File: src/rtl/if_fetch_unit.sv
// Instruction fetch: owns the PC, issues word reads, and presents instr/PC to decode one instruction every 2 cycles.
// First id_valid arrives 2 cycles after reset release; while id_ready is low the held instruction stays stable and no read issues.
module if_fetch_unit #(
  parameter logic [31:0] RESET_PC = 32'h0000_0000,
  parameter int          IADDR_W  = 10
) (
  input  logic               clk,
  input  logic               rst,
  output logic               im_rd,
  output logic [IADDR_W-1:0] im_addr,
  input  logic [31:0]        im_dout,
  output logic               id_valid,
  input  logic               id_ready,
  output logic [31:0]        id_instr,
  output logic [31:0]        id_pc,
  input  logic               redir_valid,
  input  logic [1:0]         redir_sel,
  input  logic [31:0]        redir_pc,
  input  logic [25:0]        redir_imm,
  input  logic [31:0]        redir_reg,
  output logic [31:0]        fetch_cnt
);

  typedef enum logic [1:0] {S_REQ, S_RESP, S_HOLD} state_t;

  state_t      state, nextState;
  logic [31:0] fetchPc;
  logic [31:0] pcPlus4;
  logic [31:0] branchOff;
  logic [31:0] target;
  logic        handshake;

  assign im_addr   = fetchPc[IADDR_W+1:2];
  assign handshake = id_valid && id_ready;

  always_comb begin
    pcPlus4   = redir_pc + 32'd4;
    branchOff = {{14{redir_imm[15]}}, redir_imm[15:0], 2'b00};
    target    = pcPlus4;
    unique case (redir_sel)
      2'b00:   target = pcPlus4 + branchOff;
      2'b01:   target = {pcPlus4[31:28], redir_imm, 2'b00};
      // jr: low bits of the register are dropped rather than trapped
      2'b10:   target = redir_reg & 32'hFFFF_FFFC;
      default: target = pcPlus4;
    endcase
  end

  always_comb begin
    nextState = state;
    im_rd     = 1'b0;
    unique case (state)
      S_REQ: begin
        nextState = S_RESP;
        im_rd     = 1'b1;
      end
      S_RESP: nextState = S_HOLD;
      S_HOLD: begin
        if (id_ready) begin
          nextState = S_RESP;
          im_rd     = 1'b1;
        end
      end
      default: nextState = S_REQ;
    endcase
    // a redirect kills any read issued this cycle and restarts at the target
    if (redir_valid) begin
      nextState = S_REQ;
      im_rd     = 1'b0;
    end
    if (rst) im_rd = 1'b0;
  end

  always_ff @(posedge clk) begin
    if (rst) begin
      state     <= S_REQ;
      fetchPc   <= RESET_PC;
      id_valid  <= 1'b0;
      id_instr  <= 32'd0;
      id_pc     <= 32'd0;
      fetch_cnt <= 32'd0;
    end else begin
      state <= nextState;
      if (handshake) fetch_cnt <= fetch_cnt + 32'd1;
      if (redir_valid) begin
        fetchPc  <= target;
        id_valid <= 1'b0;
      end else begin
        unique case (state)
          S_RESP: begin
            id_instr <= im_dout;
            id_pc    <= fetchPc;
            id_valid <= 1'b1;
            fetchPc  <= fetchPc + 32'd4;
          end
          S_HOLD: if (id_ready) id_valid <= 1'b0;
          default: ;
        endcase
      end
    end
  end

endmodule

File: config.mk
export PLATFORM = sky130hd
export DESIGN_NAME = if_fetch_unit
export DESIGN_NICKNAME = d
export VERILOG_FILES = /design/src/rtl/if_fetch_unit.sv
export SDC_FILE = /design/constraint.sdc
export NUM_CORES = 1
export LEC_CHECK = 0
export ABC_CLOCK_PERIOD_IN_PS = 7900
export CORE_ASPECT_RATIO = 1.2
export CORE_MARGIN = 2
export CORE_UTILIZATION = 35
export DETAILED_ROUTE_END_ITERATION = 6
export GPL_TIMING_DRIVEN = 0
export PLACE_DENSITY = 0.62
export SLEW_MARGIN = 20
export SYNTH_ARGS = -nofsm -noshare
export SYNTH_HDL_FRONTEND = slang
export SYNTH_SLANG_ARGS = --single-unit
File: constraint.sdc
create_clock -name clk -period 7.9 [get_ports clk]
set_clock_uncertainty 0.2 [all_clocks]
set_input_delay 1.58 -clock clk [delete_from_list [all_inputs] [get_ports clk]]
set_output_delay 1.58 -clock clk [all_outputs]
set_load 0.005 [all_outputs]
* Word level (Yosys, flattened, before mapping)
Cells that the tools add are included.
Widths: inputs -> output; s select.
** Storage, ports and cells
- Output and inout port bits :: 108
- Input port bits :: 128
- Flip-flop bits (word level) :: 131
- Word-level logic and storage cells :: 35
** Cells by class
- Add/sub/neg operators :: 4
- Mux-type cells :: 11
- Reductions and logical operators :: 8
- Bitwise logic cells :: 1
- Equality and inequality tests :: 5
** Operators by type and width (count)
- $pmux 32 s3 :: 1
- $add 32x3->32 const B :: 2
- $mux 32 :: 2
- $add 32x1->32 const B :: 1
- $add 32x32->32 :: 1
- $pmux 2 s3 :: 1
- $eq 2x1->1 const B :: 2
- $eq 2x2->1 const B :: 2
- $logic_not 2->1 :: 2
- $mux 1 :: 4
- $pmux 1 s2 :: 2
- $reduce_and 2->1 :: 2
- $reduce_bool 2->1 :: 2
- $mux 2 :: 1
- $ne 2x2->1 const B :: 1
- $reduce_or 2->1 :: 1
- $logic_and 1x1->1 :: 1
- $not 1->1 :: 1

* Longest topological paths before layout
- Word-level depth :: 4
- Gate-level depth with buffers :: 18
- Mapped depth without buffers :: 18

* Worst setup path before layout
Ideal clock, no wire load.
- Path type :: input-to-reg
- From :: input redir_pc[5]
- To :: register fetchPc[27]
- Buffers on the path :: 1
- Data arrival time :: 4.581 ns
- Slack :: 2.991 ns
- Stages :: 15
- Data required time :: 7.572 ns
- Library setup time :: 0.128 ns
- Path through :: and4_1 > and3_1 > nand2_1 > or4b_1 > xnor2_1 > ha_1 > clkbuf_1 > a21o_1 > a21o_1 > a21oi_1 > o21ai_1 > xor2_1 > mux4_2 > a21oi_1 > nor2_1
** Between the ends
- Word-level cells in the longest chain between the ends :: 4
** Ends and longest elaborated chain
- start: declaration :: RTL line 18 : input logic [31:0] redir_pc,
- $add 32x3->32 (*) :: RTL line 37 : pcPlus4 = redir_pc + 32'd4;
- $add 32x32->32 :: RTL line 41 : 2'b00: target = pcPlus4 + branchOff;
- $pmux 32 s3 (*) :: RTL line 40 : unique case (redir_sel)
- $mux 32 (*) :: RTL line 85 : if (redir_valid) begin
- end signal: assignment :: RTL line 86 : fetchPc <= target;
- end signal: assignment :: RTL line 94 : fetchPc <= fetchPc + 32'd4;
- end: declaration :: RTL line 27 : logic [31:0] fetchPc;
Mark *: on every way between the ends. The rest lies on a longest branch, timed or not.
A chain may end at the register's enable or synchronous reset.

* Worst setup path in the final report
- From :: input redir_pc[4]
- To :: register fetchPc[27]
The elaborated chain is that of the path after synthesis.

==> results.toml <==
[run_status]
status = "completed"

[cts]
cts_root_buffer = "sky130_fd_sc_hd__clkbuf_16"
insertion_delay_of_the_later_clocked_pin_in_the_worst_skew_pair_ns = 0.42
tritoncts.num_buffers = 17
cts_tree = "done"
postCtsResizedCells = 0
cts.path.max_buffers = 2
ctsHtreeMaxLevel = 4
cts.sinks = 131
post_cts_buffers = 0
worst_setup_hold_path_clk_slew_ns = 0.07
cts_hold_buf = 0

[critical_path]
critical_path.reg2reg.startpoint = "fetch_cnt[0]$_SDFFE_PP0P_"
timing.critical_path.to_type = "register"
critPathRequiredTime_ns = 8.00
worstRegToRegCells = 9
critical_path_class = "in -> reg"
worstSetupStartpointType = "input pin"
reg2reg_to = "fetch_cnt[30]$_SDFFE_PP0P_"
slowest_delay_ns = 0.57
rrSetupSlack_ns = 5.02
worst_path_max_delay_cell = "sky130_fd_sc_hd__clkdlybuf4s50_1"
critical_path_cell_sequence = "clkdlybuf4s50_1 > and4_1 > and3_1 > nand2_1 > or3_1 > inv_1 > nand2_1 > xnor2_1 > ha_1 > a21oi_1 > o21ai_0 > a21o_1 > a21oi_4 > o21ai_1 > xor2_1 > mux4_2 > a21oi_1 > nor2_1"
critPathArrivalTime_ns = 5.70
path_max_fanout = 5

[yosys]
synth_area_leaders = "sky130_fd_sc_hd__dfxtp_1, sky130_fd_sc_hd__nand2_1, sky130_fd_sc_hd__a21oi_1"
yosys.cell_types.count = 67
cell_type_contributing_the_most_total_cell_area_after_synthesis = "sky130_fd_sc_hd__dfxtp_1"
yosys_most_used_dff = "sky130_fd_sc_hd__dfxtp_1"
postSynthCellCount = 1005
synthesis.area_per_instance_um2 = 7.996
yosysWarnings = 0
edff_count_synth = 0
yosysTopAreaCellShare_pct = 32.63
synth.net_count = 1171
yosys_register_bits = 131
seq_area_frac_synth_pct = 32.63
asyncSetResetFlopFracSynth_pct = 0
synth_area_um2 = 8036

[place]
place_inst = 1514
io_buf_count = 230
cell_area_after_placement_um2 = 10690
detailed_place_hpwl_um = 19640
final_estimated_routing_congestion_in_global_placement = 0.9121

[floorplanning]
dieHeight_um = 170.0
core_region_area_um2 = 22520
die_area_um2 = 24190
io_pins = 236
fp.dieW_um = 142.3
initial_utilization_pct = 35.68
num_rows = 60

[drt]
drtAntennaViolNets = 0
drt_total_wl_um = 24550
drc_violations_left = 0
drt-vias-per-instance = 5.114
detail_route.wl_per_cell_um = 15.88
drt-pass1-iter-count = 5
drt_first_iter_violations = 264
dr_total_vias = 7906

[sta]
count_of_endpoints_failing_hold_in_the_final_timing_report = 0
setup_repair_after_global_routing_missed_its_margin = "false"
aggregate_negative_setup_slack_ns = 0
fmaxAchievable_mhz = 178.4
setup_violation_total_in_the_final_timing_report = 0
maxSlewViolCount = 0
time_the_final_worst_path_needs_with_i_o_delays_and_setup_ns = 5.607
timing.final.crit_share_pct = 70.97
tightestPinTransition_ns = 0.8390
worst_case_headroom_to_the_max_slew_limit_pct = 43.76

[cells_and_area]
num-nets-final = 1420
syn_to_layout_area_delta_pct = 40.46
seqCellArea_um2 = 2623
layout.cells.most_common_list = "sky130_fd_sc_hd__clkdlybuf4s50_1, sky130_fd_sc_hd__nand2_1, sky130_fd_sc_hd__dfxtp_1, sky130_fd_sc_hd__a21oi_1, sky130_fd_sc_hd__nor2_1"
antenna_cells_inserted = 0
multi_input_comb_area_um2 = 5100
number_of_fillers_in_the_final_layout = 2190
layout.cell_area.non_filler_um2 = 11290
final_standard_cell_count_with_taps_included_and_fillers_excluded = 1546
most_common_cell_after_layout_fill_and_taps_aside = "sky130_fd_sc_hd__clkdlybuf4s50_1"
layout-drive-gt1-share_pct = 6.393

[hold_path]
hold-path-cell-count = 2
hold_path.startpoint = "id_instr[21]$_SDFFE_PP0P_"
hold-path-endpoint = "id_instr[21]$_SDFFE_PP0P_"
worst_hold_path_type = "reg -> reg"

[power_and_ir_drop]
leakage_nw = 4.073
p_per_area_nw_per_um2 = 165.8
ir_drop_mv = 0.1295

[grt]
grtUsageTotal_pct = 20.33
grt_pass1_wl_um = 38970
initial_antenna_violation_count = 0
via_count_of_the_first_global_routing_pass = 7704
grt_max_degree = 18
overflow = 0

[run]
max_cap_viol_count = 0
-- flip-flops by register name, indices dropped and copies added (netlist names) --
signal     flops
id_pc         32
state          2
fetchPc       32
id_valid       1
fetch_cnt     32
id_instr      32
-- how the worst max path moves through the flow --
stage / start / to / slack (ns) / depth (start not counted)
finish: redir_pc[4] / fetchPc[27]$_SDFFE_PP0N_ / 2.29 / 18
global route: redir_pc[4] / fetchPc[27]$_SDFFE_PP0N_ / 2.08 / 18
global placement: redir_pc[4] / fetchPc[27]$_SDFFE_PP0N_ / 1.95 / 16
floorplan: redir_pc[5] / fetchPc[27]$_SDFFE_PP0N_ / 2.99 / 15
detailed placement: redir_pc[4] / fetchPc[27]$_SDFFE_PP0N_ / 1.93 / 18
CTS: redir_pc[4] / fetchPc[27]$_SDFFE_PP0N_ / 2.36 / 18
-- critical path, delay by kind of cell --
kind	cells	cell delay (ns)
xor+xnor	2	0.34
mux	1	0.48
buf+inv	2	0.65
compound gates	6	1.06
fa+ha+maj	1	0.32
simple gates	6	1.25
-- stage by stage --
stage | total power [mW] | hold WS (ns) | worst slack (ns) | utilization (%)
after detailed placement | 1.095 | 0.2458 | 1.930 | 47.48
after CTS | 1.894 | 0.2538 | 2.360 | 50.12
after global routing | 1.958 | 0.2724 | 2.076 | 50.12
after floorplan | 0.9359 | 0.2319 | 2.992 | -
final | 1.871 | 0.2512 | 2.293 | 50.12
after global placement | 1.093 | 0.2408 | 1.945 | 47.46
-- kinds of logic after synthesis --
| kind of cell | count (synthesis) | share of synthesized area [%] |
|---|---|---|
| and+or+nand+nor | 418 | 23.87 |
| AOI/OAI and AO/OA | 212 | 15.71 |
| DFF | 131 | 32.63 |
| xor gates and xnor gates | 104 | 11.33 |
| buffers and inverters | 75 | 3.970 |
| adders and majority gates | 38 | 6.010 |
| muxes | 27 | 6.477 |
-- report_power, final --
group | leakage (nW) | total (mW) | switching, mW | internal [mW]
registers | 1.06 | 0.706 | 0.0226 | 0.683
clock network | 0.282 | 0.790 | 0.317 | 0.473
logic | 2.73 | 0.376 | 0.180 | 0.196
total | 4.07 | 1.87 | 0.520 | 1.35
-- metal layers --
layer | share of wire [%] | global-route usage, % | vias up | wire length (um)
met5 | 0 | 0 | - | 0
li1 | - | - | 3994 | -
met4 | 2.3 | 7.663 | 0 | 568
met2 | 50 | 36.32 | 246 | 12290
met1 | 42 | 24.89 | 3630 | 10430
met3 | 5.1 | 2.560 | 36 | 1263
-- final cells by class --
class                      count  share of cell area [%]
inverter                      21                  0.6983
clock inverter                15                   1.507
buffer                        54                   2.128
tap                          279                   3.092
multi-input combinational    799                   45.18
sequential                   131                   23.23
timing repair buffer         230                   20.39
clock buffer                  17                   3.769
-- cells in the mapped netlist, drive strengths merged, types with 2 or more instances --
library cell,instances
nand2,187
dfxtp,131
a21oi,128
nor2,97
xor2,55
xnor2,49
nand3,44
clkbuf,42
ha,37
o21ai,27
nand4,21
mux4,20
inv,19
a21o,17
nor3,16
and3,13
or3,13
buf,12
and4,9
mux2i,7
o21a,6
nor2b,5
a211oi,4
a31oi,4
nand2b,4
o211ai,4
a41oi,3
o21bai,3
a22oi,2
clkinv,2
nor4,2
o2111ai,2
No activity file was read; power rests on OpenSTA's default activity.
